`src/rtl/pc_seq_pkg.sv`:
```
// Shared definitions for the next-PC sequencer.
//   state_t      : sequencer FSM states (boot, run, flush, stall, halt)
//   PC_W_DEFAULT : default program counter / offset width
//   HOLD_OFF     : relative offset that freezes the PC (count + 0)
package pc_seq_pkg;

  localparam int PC_W_DEFAULT = 10;
  localparam int HOLD_OFF     = 0;

  typedef enum logic [2:0] {
    ST_BOOT  = 3'd0,
    ST_RUN   = 3'd1,
    ST_FLUSH = 3'd2,
    ST_STALL = 3'd3,
    ST_HALT  = 3'd4
  } state_t;

endpackage

```
`src/rtl/pc_seq_ctrl_stall_timer.sv`:
```
// Consecutive memory-busy cycle counter.
//   clk, rst : clock, synchronous active-high reset
//   clear    : return the count to zero (memory no longer busy)
//   start    : first busy cycle; count loads 1
//   step     : another busy cycle; count increments (saturating)
//   tc       : the next step brings the count to STALL_MAX
module stall_timer #(
  parameter int STALL_MAX = 255,
  parameter int CNT_W     = 8
) (
  input  logic clk,
  input  logic rst,
  input  logic clear,
  input  logic start,
  input  logic step,
  output logic tc
);

  localparam logic [CNT_W:0] LIMIT   = (CNT_W+1)'(STALL_MAX);
  localparam logic [CNT_W:0] ONE_EXT = (CNT_W+1)'(1);

  logic [CNT_W-1:0] value;
  logic [CNT_W:0]   value_inc;

  // One bit wider than the counter so the compare cannot wrap.
  assign value_inc = {1'b0, value} + ONE_EXT;
  assign tc        = (value_inc >= LIMIT);

  always_ff @(posedge clk) begin
    if (rst || clear) begin
      value <= '0;
    end else if (start) begin
      value <= CNT_W'(1);
    end else if (step && (value != '1)) begin
      value <= value_inc[CNT_W-1:0];
    end
  end

endmodule

```
`src/rtl/pc_seq_ctrl.sv`:
```
// Next-PC sequencer for the 2-stage fetch/execute core.
// Inputs : clk, rst (sync, active high), count (fetch PC), ex_valid and the
//          decoded control flow of the execute instruction (is_branch,
//          is_jal, is_jr, is_halt, br_cond, br_off), mem_busy.
// Outputs: sel_m1/sel_m2/pc_off steer the PC muxes; kill squashes the
//          execute instruction; stall holds the pipeline register;
//          link_we/link_pc write the return address; halted and the sticky
//          err_timeout report core status; fsm_state exposes the FSM.
// Handshake: there is no valid/ready pair here; mem_busy is a level that
// freezes the core for every cycle it is high, and the instruction in
// execute is re-evaluated on the first cycle it is low.
module pc_seq_ctrl
  import pc_seq_pkg::*;
#(
  parameter int PC_W      = PC_W_DEFAULT,
  parameter int STALL_MAX = 255,
  parameter int CNT_W     = 8
) (
  input  logic            clk,
  input  logic            rst,
  input  logic [PC_W-1:0] count,
  input  logic            ex_valid,
  input  logic            is_branch,
  input  logic            is_jal,
  input  logic            is_jr,
  input  logic            is_halt,
  input  logic            br_cond,
  input  logic [PC_W-1:0] br_off,
  input  logic            mem_busy,
  output logic            sel_m1,
  output logic            sel_m2,
  output logic [PC_W-1:0] pc_off,
  output logic            kill,
  output logic            stall,
  output logic            link_we,
  output logic [PC_W-1:0] link_pc,
  output logic            halted,
  output logic            err_timeout,
  output state_t          fsm_state
);

  // A single busy cycle already reaches the limit when STALL_MAX <= 1.
  localparam bit START_LAST = (STALL_MAX <= 1);

  state_t state, state_n, eff_st;
  logic   flush_owed, owed_n;
  logic   eff;
  logic   t_start, t_step, t_tc;
  logic   timeout;

  assign eff       = ex_valid & ~kill;
  assign link_pc   = count;
  assign fsm_state = state;

  stall_timer #(
    .STALL_MAX (STALL_MAX),
    .CNT_W     (CNT_W)
  ) u_timer (
    .clk   (clk),
    .rst   (rst),
    .clear (~mem_busy),
    .start (t_start),
    .step  (t_step),
    .tc    (t_tc)
  );

  always_ff @(posedge clk) begin
    if (rst) begin
      state       <= ST_BOOT;
      flush_owed  <= 1'b0;
      kill        <= 1'b1;
      halted      <= 1'b0;
      err_timeout <= 1'b0;
    end else begin
      state       <= state_n;
      flush_owed  <= owed_n;
      // A stall entered from FLUSH keeps the wrong-path slot squashed.
      kill        <= (state_n == ST_BOOT) || (state_n == ST_FLUSH) ||
                     (state_n == ST_HALT) || ((state_n == ST_STALL) && owed_n);
      halted      <= (state_n == ST_HALT);
      err_timeout <= err_timeout | timeout;
    end
  end

  always_comb begin
    state_n = state;
    owed_n  = flush_owed;
    sel_m1  = 1'b0;
    sel_m2  = 1'b0;
    pc_off  = PC_W'(HOLD_OFF);
    stall   = 1'b0;
    link_we = 1'b0;
    t_start = 1'b0;
    t_step  = 1'b0;
    timeout = 1'b0;

    // Once memory is ready again, the stall cycle acts as the state it
    // interrupted, so the held instruction resolves with no extra bubble.
    eff_st = state;
    if ((state == ST_STALL) && !mem_busy) begin
      eff_st = flush_owed ? ST_FLUSH : ST_RUN;
    end

    case (eff_st)
      ST_BOOT: begin
        state_n = ST_RUN;
      end

      ST_RUN, ST_FLUSH: begin
        if (mem_busy) begin
          sel_m1  = 1'b1;
          stall   = 1'b1;
          t_start = 1'b1;
          owed_n  = (eff_st == ST_FLUSH);
          if (START_LAST) begin
            state_n = ST_HALT;
            timeout = 1'b1;
          end else begin
            state_n = ST_STALL;
          end
        end else if (eff_st == ST_FLUSH) begin
          state_n = ST_RUN;
        end else if (eff && is_halt) begin
          sel_m1  = 1'b1;
          state_n = ST_HALT;
        end else if (eff && is_jr) begin
          sel_m2  = 1'b1;
          state_n = ST_FLUSH;
        end else if (eff && is_jal) begin
          sel_m1  = 1'b1;
          pc_off  = br_off;
          link_we = 1'b1;
          state_n = ST_FLUSH;
        end else if (eff && is_branch && br_cond) begin
          sel_m1  = 1'b1;
          pc_off  = br_off;
          state_n = ST_FLUSH;
        end else begin
          state_n = ST_RUN;
        end
      end

      ST_STALL: begin
        sel_m1 = 1'b1;
        stall  = 1'b1;
        t_step = 1'b1;
        if (t_tc) begin
          state_n = ST_HALT;
          timeout = 1'b1;
        end
      end

      ST_HALT: begin
        sel_m1 = 1'b1;
      end

      default: begin
        state_n = ST_BOOT;
      end
    endcase
  end

endmodule
```
`config.mk`:
```
export PLATFORM = sky130hd
export DESIGN_NAME = pc_seq_ctrl
export DESIGN_NICKNAME = d
export VERILOG_FILES = /design/src/rtl/pc_seq_pkg.sv /design/src/rtl/pc_seq_ctrl_stall_timer.sv /design/src/rtl/pc_seq_ctrl.sv
export SDC_FILE = /design/constraint.sdc
export NUM_CORES = 1
export LEC_CHECK = 0
export CORE_MARGIN = 4
export CORE_UTILIZATION = 39
export CTS_CLUSTER_SIZE = 12
export DETAILED_ROUTE_END_ITERATION = 16
export GPL_ROUTABILITY_DRIVEN = 0
export PLACE_DENSITY = 0.79
export SLEW_MARGIN = 20
export SYNTH_ARGS = -nofsm -noshare
export SYNTH_HDL_FRONTEND = slang
export SYNTH_HIERARCHICAL = 1
export SYNTH_SLANG_ARGS = --single-unit
```
`constraint.sdc`:
```
create_clock -name clk -period 2.2 [get_ports clk]
set_clock_uncertainty 0.15 [all_clocks]
set_input_delay 0.44 -clock clk [delete_from_list [all_inputs] [get_ports clk]]
set_output_delay 0.44 -clock clk [all_outputs]
set_load 0.01 [all_outputs]
```
=== Yosys cells after proc, flatten, opt, wreduce, memory -nomap -nowiden ===
Cells that the tools add are included.

* Logic and storage cells: 86
* Output and inout bits: 30
* Register bits: 15
* Input port bits: 29

* Equal/unequal tests: 9
* $add $sub $neg: 1
* Reduce and logical (&&, ||, !) cells: 19
* Mux-type cells: 45
* Order comparisons: 1
* Bitwise gates (word level): 4

{| class="wikitable"
|+ Operators with widths
! operator !! count
|-
| 10-bit 2-to-1 mux || 7
|-
| 1-bit 2-to-1 mux || 26
|-
| 3-bit by 2-bit == test with 1-bit output, second input constant || 5
|-
| 3-bit 2-to-1 mux || 5
|-
| 3-bit one-hot mux with 4 select lines || 1
|-
| 8-bit by 1-bit adder with 9-bit output, second input constant || 1
|-
| 9-bit by 8-bit greater-or-equal comparator with 1-bit output, second input constant || 1
|-
| 1-bit logical AND || 8
|-
| 2-bit 2-to-1 mux || 4
|-
| 8-bit != test, second input constant || 1
|-
| 3-bit == test, second input constant || 2
|-
| 3-bit logical NOT || 2
|-
| 2-bit OR reduction || 3
|-
| 1-bit logical OR || 4
|-
| 1-bit one-hot mux with 2 select lines || 2
|-
| 3-bit by 1-bit == test with 1-bit output, second input constant || 1
|-
| 1-bit inverter || 2
|-
| 2-bit nonzero test || 1
|-
| 1-bit bitwise AND || 1
|-
| 1-bit logical NOT || 1
|-
| 1-bit OR || 1
|}

=== Logic depth before layout (Yosys ltp) ===
* Depth after elaboration: 15
* Depth in mapped cells: 9
* Gate-level depth less buffers: 9

=== By module ===
Netlist, hierarchy kept.

{| class="wikitable"
|+ Modules (own cells, without submodules)
! module !! area an instance (sq um) !! instances !! sequential area each (sq um) !! cells an instance
|-
| pc_seq_ctrl || 609.3 || 1 || 140.1 || 79
|-
| stall_timer || 486.7 || 1 || 160.2 || 60
|}

=== Worst setup path after synthesis ===
No wires, ideal clock.

* Kind: register to register
* From: reg u_timer.value[0]
* To: reg kill
* Setup time: 69 ps
* Data arrival time: 1,754 ps
* Data required time: 1,981 ps
* Clock period less this slack: 1,973 ps
* Cell stages (with the launch flop): 9
* Path buffers: 0
* Slack: 227 ps
* Path through: dfxtp_1 -> ha_1 -> nand4_1 -> or2_2 -> o31ai_1 -> and2_1 -> o21ai_0 -> a32o_1 -> o21ai_1

* Cells in the longest elaborated chain, start to end: 8
* Elaborated cells on any way between the ends: 12
* Those cells by class: add/sub (1); order compare (1); eq/ne (3); mux (2); reduce/logical (5)

{| class="wikitable"
|+ Ends and longest elaborated chain
! what !! line !! source
|-
| start: declaration || pc_seq_ctrl_stall_timer.sv:22 || <nowiki>logic [CNT_W-1:0] value;</nowiki>
|-
| start signal: assignment || pc_seq_ctrl_stall_timer.sv:35 || <nowiki>value <= value_inc[CNT_W-1:0];</nowiki>
|-
| 8-bit by 1-bit adder with 9-bit output (*) || pc_seq_ctrl_stall_timer.sv:26 || <nowiki>assign value_inc = {1'b0, value} + ONE_EXT;</nowiki>
|-
| 9-bit by 8-bit greater-or-equal comparator with 1-bit output (*) || pc_seq_ctrl_stall_timer.sv:27 || <nowiki>assign tc = (value_inc >= LIMIT);</nowiki>
|-
| net t_tc || pc_seq_ctrl.sv:48 || <nowiki>logic t_start, t_step, t_tc;</nowiki>
|-
| 3-bit 2-to-1 mux (*) || pc_seq_ctrl.sv:147 || <nowiki>if (t_tc) begin</nowiki>
|-
| 3-bit one-hot mux with 4 select lines (*) || pc_seq_ctrl.sv:104 || <nowiki>case (eff_st)</nowiki>
|-
| 3-bit by 2-bit == test with 1-bit output or 3-bit logical NOT (tied branches) || pc_seq_ctrl.sv:78 || <nowiki>kill <= (state_n == ST_BOOT) || (state_n == ST_FLUSH) ||</nowiki>
|-
| 1-bit logical OR (2 in a row) || pc_seq_ctrl.sv:78 ||
|-
| 1-bit logical OR (*) || pc_seq_ctrl.sv:79 || <nowiki>(state_n == ST_HALT) || ((state_n == ST_STALL) && owed_n);</nowiki>
|-
| end signal: assignment || pc_seq_ctrl.sv:78 ||
|-
| end: declaration || pc_seq_ctrl.sv:33 || <nowiki>output logic kill,</nowiki>
|}

The timed path passes the listed nets; every way through them passes the cells marked *.
A chain may end at the register's enable or synchronous reset.

=== Worst setup path in the final report ===
* From: reg kill
* To: out pc_off[3]

* Cells in the longest elaborated chain, start to end: 11
* Elaborated cells on any way between the ends: 14
* Those cells by class: mux (7); bitwise (2); reduce/logical (5)

{| class="wikitable"
|+ Ends and longest elaborated chain
! what !! line !! source
|-
| 1-bit inverter (*) || pc_seq_ctrl.sv:51 || <nowiki>assign eff = ex_valid & ~kill;</nowiki>
|-
| 1-bit bitwise AND (*) || pc_seq_ctrl.sv:51 ||
|-
| 1-bit logical AND (2 in a row) || pc_seq_ctrl.sv:134 || <nowiki>end else if (eff && is_branch && br_cond) begin</nowiki>
|-
| 10-bit 2-to-1 mux || pc_seq_ctrl.sv:134 ||
|-
| 10-bit 2-to-1 mux || pc_seq_ctrl.sv:129 || <nowiki>end else if (eff && is_jal) begin</nowiki>
|-
| 10-bit 2-to-1 mux || pc_seq_ctrl.sv:126 || <nowiki>end else if (eff && is_jr) begin</nowiki>
|-
| 10-bit 2-to-1 mux (*) || pc_seq_ctrl.sv:123 || <nowiki>end else if (eff && is_halt) begin</nowiki>
|-
| 10-bit 2-to-1 mux (*) || pc_seq_ctrl.sv:121 || <nowiki>end else if (eff_st == ST_FLUSH) begin</nowiki>
|-
| 10-bit 2-to-1 mux (*) || pc_seq_ctrl.sv:110 || <nowiki>if (mem_busy) begin</nowiki>
|-
| 10-bit 2-to-1 mux (*) || pc_seq_ctrl.sv:104 ||
|-
| end: declaration || pc_seq_ctrl.sv:32 || <nowiki>output logic [PC_W-1:0] pc_off,</nowiki>
|}

Every way passes the cells marked *; elsewhere a longest branch is shown, timed or not.

==> results.txt <==
final WL = 3460 um
Worst-Margin Slew = 243 ps
Initial Util = 0.427
R2R setup slack = 210 ps
fin crit period = 2320 ps
Mapped Avg Cell Area = 7.89 um2
gr usage total = 0.181
CP endpoint kind = primary output
syn_nets = 170
MaxCap Viol Count = 0
top cells by count, synth = nor2_1, dfxtp_1, and2_1
Setup crit start kind = flip-flop
fill count = 216
Remaining Overflow, GRT = 0
Yosys cell types = 43
vias in the first global route = 1147
vias = 1218
final setup TNS = -849 ps
initial antenna violation count = 0
PortBufs = 38
status = finished, violations left
Avg Vias per Cell = 5.34
Worst Setup Path Type = reg -> out
CTS tree = built
WP data arrival = 1730 ps
largest net degree at the start of global routing = 10
netlist area before placement = 1100 um2
clock root cell = clkbuf_4
post-synth top area cell = dfxtp_1
top cell type's share of synthesized area = 0.274
Critical Path RT = 1610 ps
ys async rst share = 0
Post-synth top flop = dfxtp_1
Seq/Total Area, Yosys = 0.274
Final period util = 1.05
CTS clk-pin slew, worst paths = 90 ps
Final Non-Filler Cells = 228
placed cell count = 211
Top Ports = 59
Core Area = 2570 um2
Ant. Diodes = 0
FMAX = 431 MHz
Final Max Slew Viols = 0
Slew HR = 0.836
clock sinks = 15
first-pass GRT wire length = 5130 um
die area = 3720 um2
Post-DRT Antenna Nets = 0
total CTS buffers = 3
first drt pass iteration count = 4
LEAKAGE = 0.000729 uW
yosys warns = 6
Post-synth EDFFs = 0
worst skew pair latency = 290 ps
routed len/inst = 15.2 um
share of layout cells above drive strength 1 = 0.364
# DRC = 0
Synth Register Bits = 15
Final #Nets = 230
most frequent cell after synthesis = nor2_1
maximum fanout along the worst path = 4
DP Wirelength = 2440 um
Pwr Density = 422 nW/um2
Area contributors post-synth = dfxtp_1, buf_4, and2_1
DIE WIDTH = 61.0 um
RSZ-0062 raised after global routing = yes
Final Hold Fails = 0
setup slack after layout = -121 ps
H-tree depth = 1
Initial DRC Count = 52
Final Setup Violations = 11
Die H = 61.0 um
clock buffer depth = 2
maximum VDD drop = 0.360 mV
Cells after Synth = 139
worst hold path class = reg -> reg
Layout area overhead = 55.1%
failing checks = setup timing
Site Rows = 18
[timing repair]
action	CTS	global route
setup buffers	9	3
pin swaps	13	7
hold buffers	0	0
cloned	1	0
setup endpoints to repair	14	19
gates resized for setup	70	23
[metal layers]
| metal | share of wire | track usage |
|---|---|---|
| met1 | 0.40 | 0.210 |
| met2 | 0.50 | 0.325 |
| met3 | 0.089 | 0.0419 |
| met4 | 0.010 | 0.0619 |
| met5 | 0 | 0 |
[registers in the layout, indices dropped and copies added, names as in the netlist]
name and flops:
u_timer/value 8, fsm_state 3, err_timeout 1, halted 1, flush_owed 1, kill 1
[power by group]
| group | switching (uW) | internal [uW] | total [uW] |
|---|---|---|---|
| Combinational | 119 | 139 | 258 |
| Sequential | 10.9 | 287 | 297 |
| Clock | 91.6 | 70.5 | 162 |
[kinds of logic after synthesis]
group           after synthesis  share of synthesized area
simple gates                 61                      0.325
compound gates               29                      0.185
buf+inv                      24                      0.128
flops                        15                      0.274
xor+xnor                      7                     0.0559
fa+ha+maj                     2                     0.0228
mux                           1                    0.00913
[cells in the final DEF, fill, tap and decap left out, types with 5 or more instances in the layout]
cell,count
buf_4,26
nor2_1,19
clkdlybuf4s50_1,17
dfxtp_1,12
buf_6,12
inv_1,9
and2_4,8
nand2_1,7
nand3_1,7
dlygate4sd2_1,6
buf_2,5
[final timing paths]
| kind | from | endpoint | cells past startpoint |
|---|---|---|---|
| min | err_timeout$_SDFF_PP0_ | err_timeout$_SDFF_PP0_ | 2 |
| max | kill$_SDFF_PP1_ | pc_off[3] | 7 |
| max reg2reg | u_timer/value[0]$_SDFFE_PP0P_ | kill$_SDFF_PP1_ | 9 |
| min reg2reg | err_timeout$_SDFF_PP0_ | err_timeout$_SDFF_PP0_ | 2 |
[worst max-delay path, cell delays in order (launching register included)]
cell	delay, ps
dfxtp_2	340
nor3b_4	240
nand4_4	180
nor3b_4	240
buf_6	130
buf_6	90
and2_1	110
buf_2	120
[cell type report]
class / instances / area (um2) / share of cell area
multi-input combinational: 101 / 707 / 0.416
timing repair buffer: 68 / 588 / 0.346
sequential: 15 / 304 / 0.179
inverter: 10 / 37.5 / 0.0221
tap: 30 / 37.5 / 0.0221
clock buffer: 4 / 26.3 / 0.0155
[metrics by stage]
step	hold slack, ps	utilization	total power [uW]	instance area, um2	worst slack [ps]
2_1_floorplan	313	-	438	1100	227
3_3_place_gp	282	0.602	548	1550	-682
3_5_place_dp	289	0.602	552	1550	-783
4_1_cts	302	0.635	717	1630	-116
5_1_grt	329	0.662	761	1700	-218
6_report	298	0.662	717	1700	-121
No activity file was read; power rests on OpenSTA's default activity.
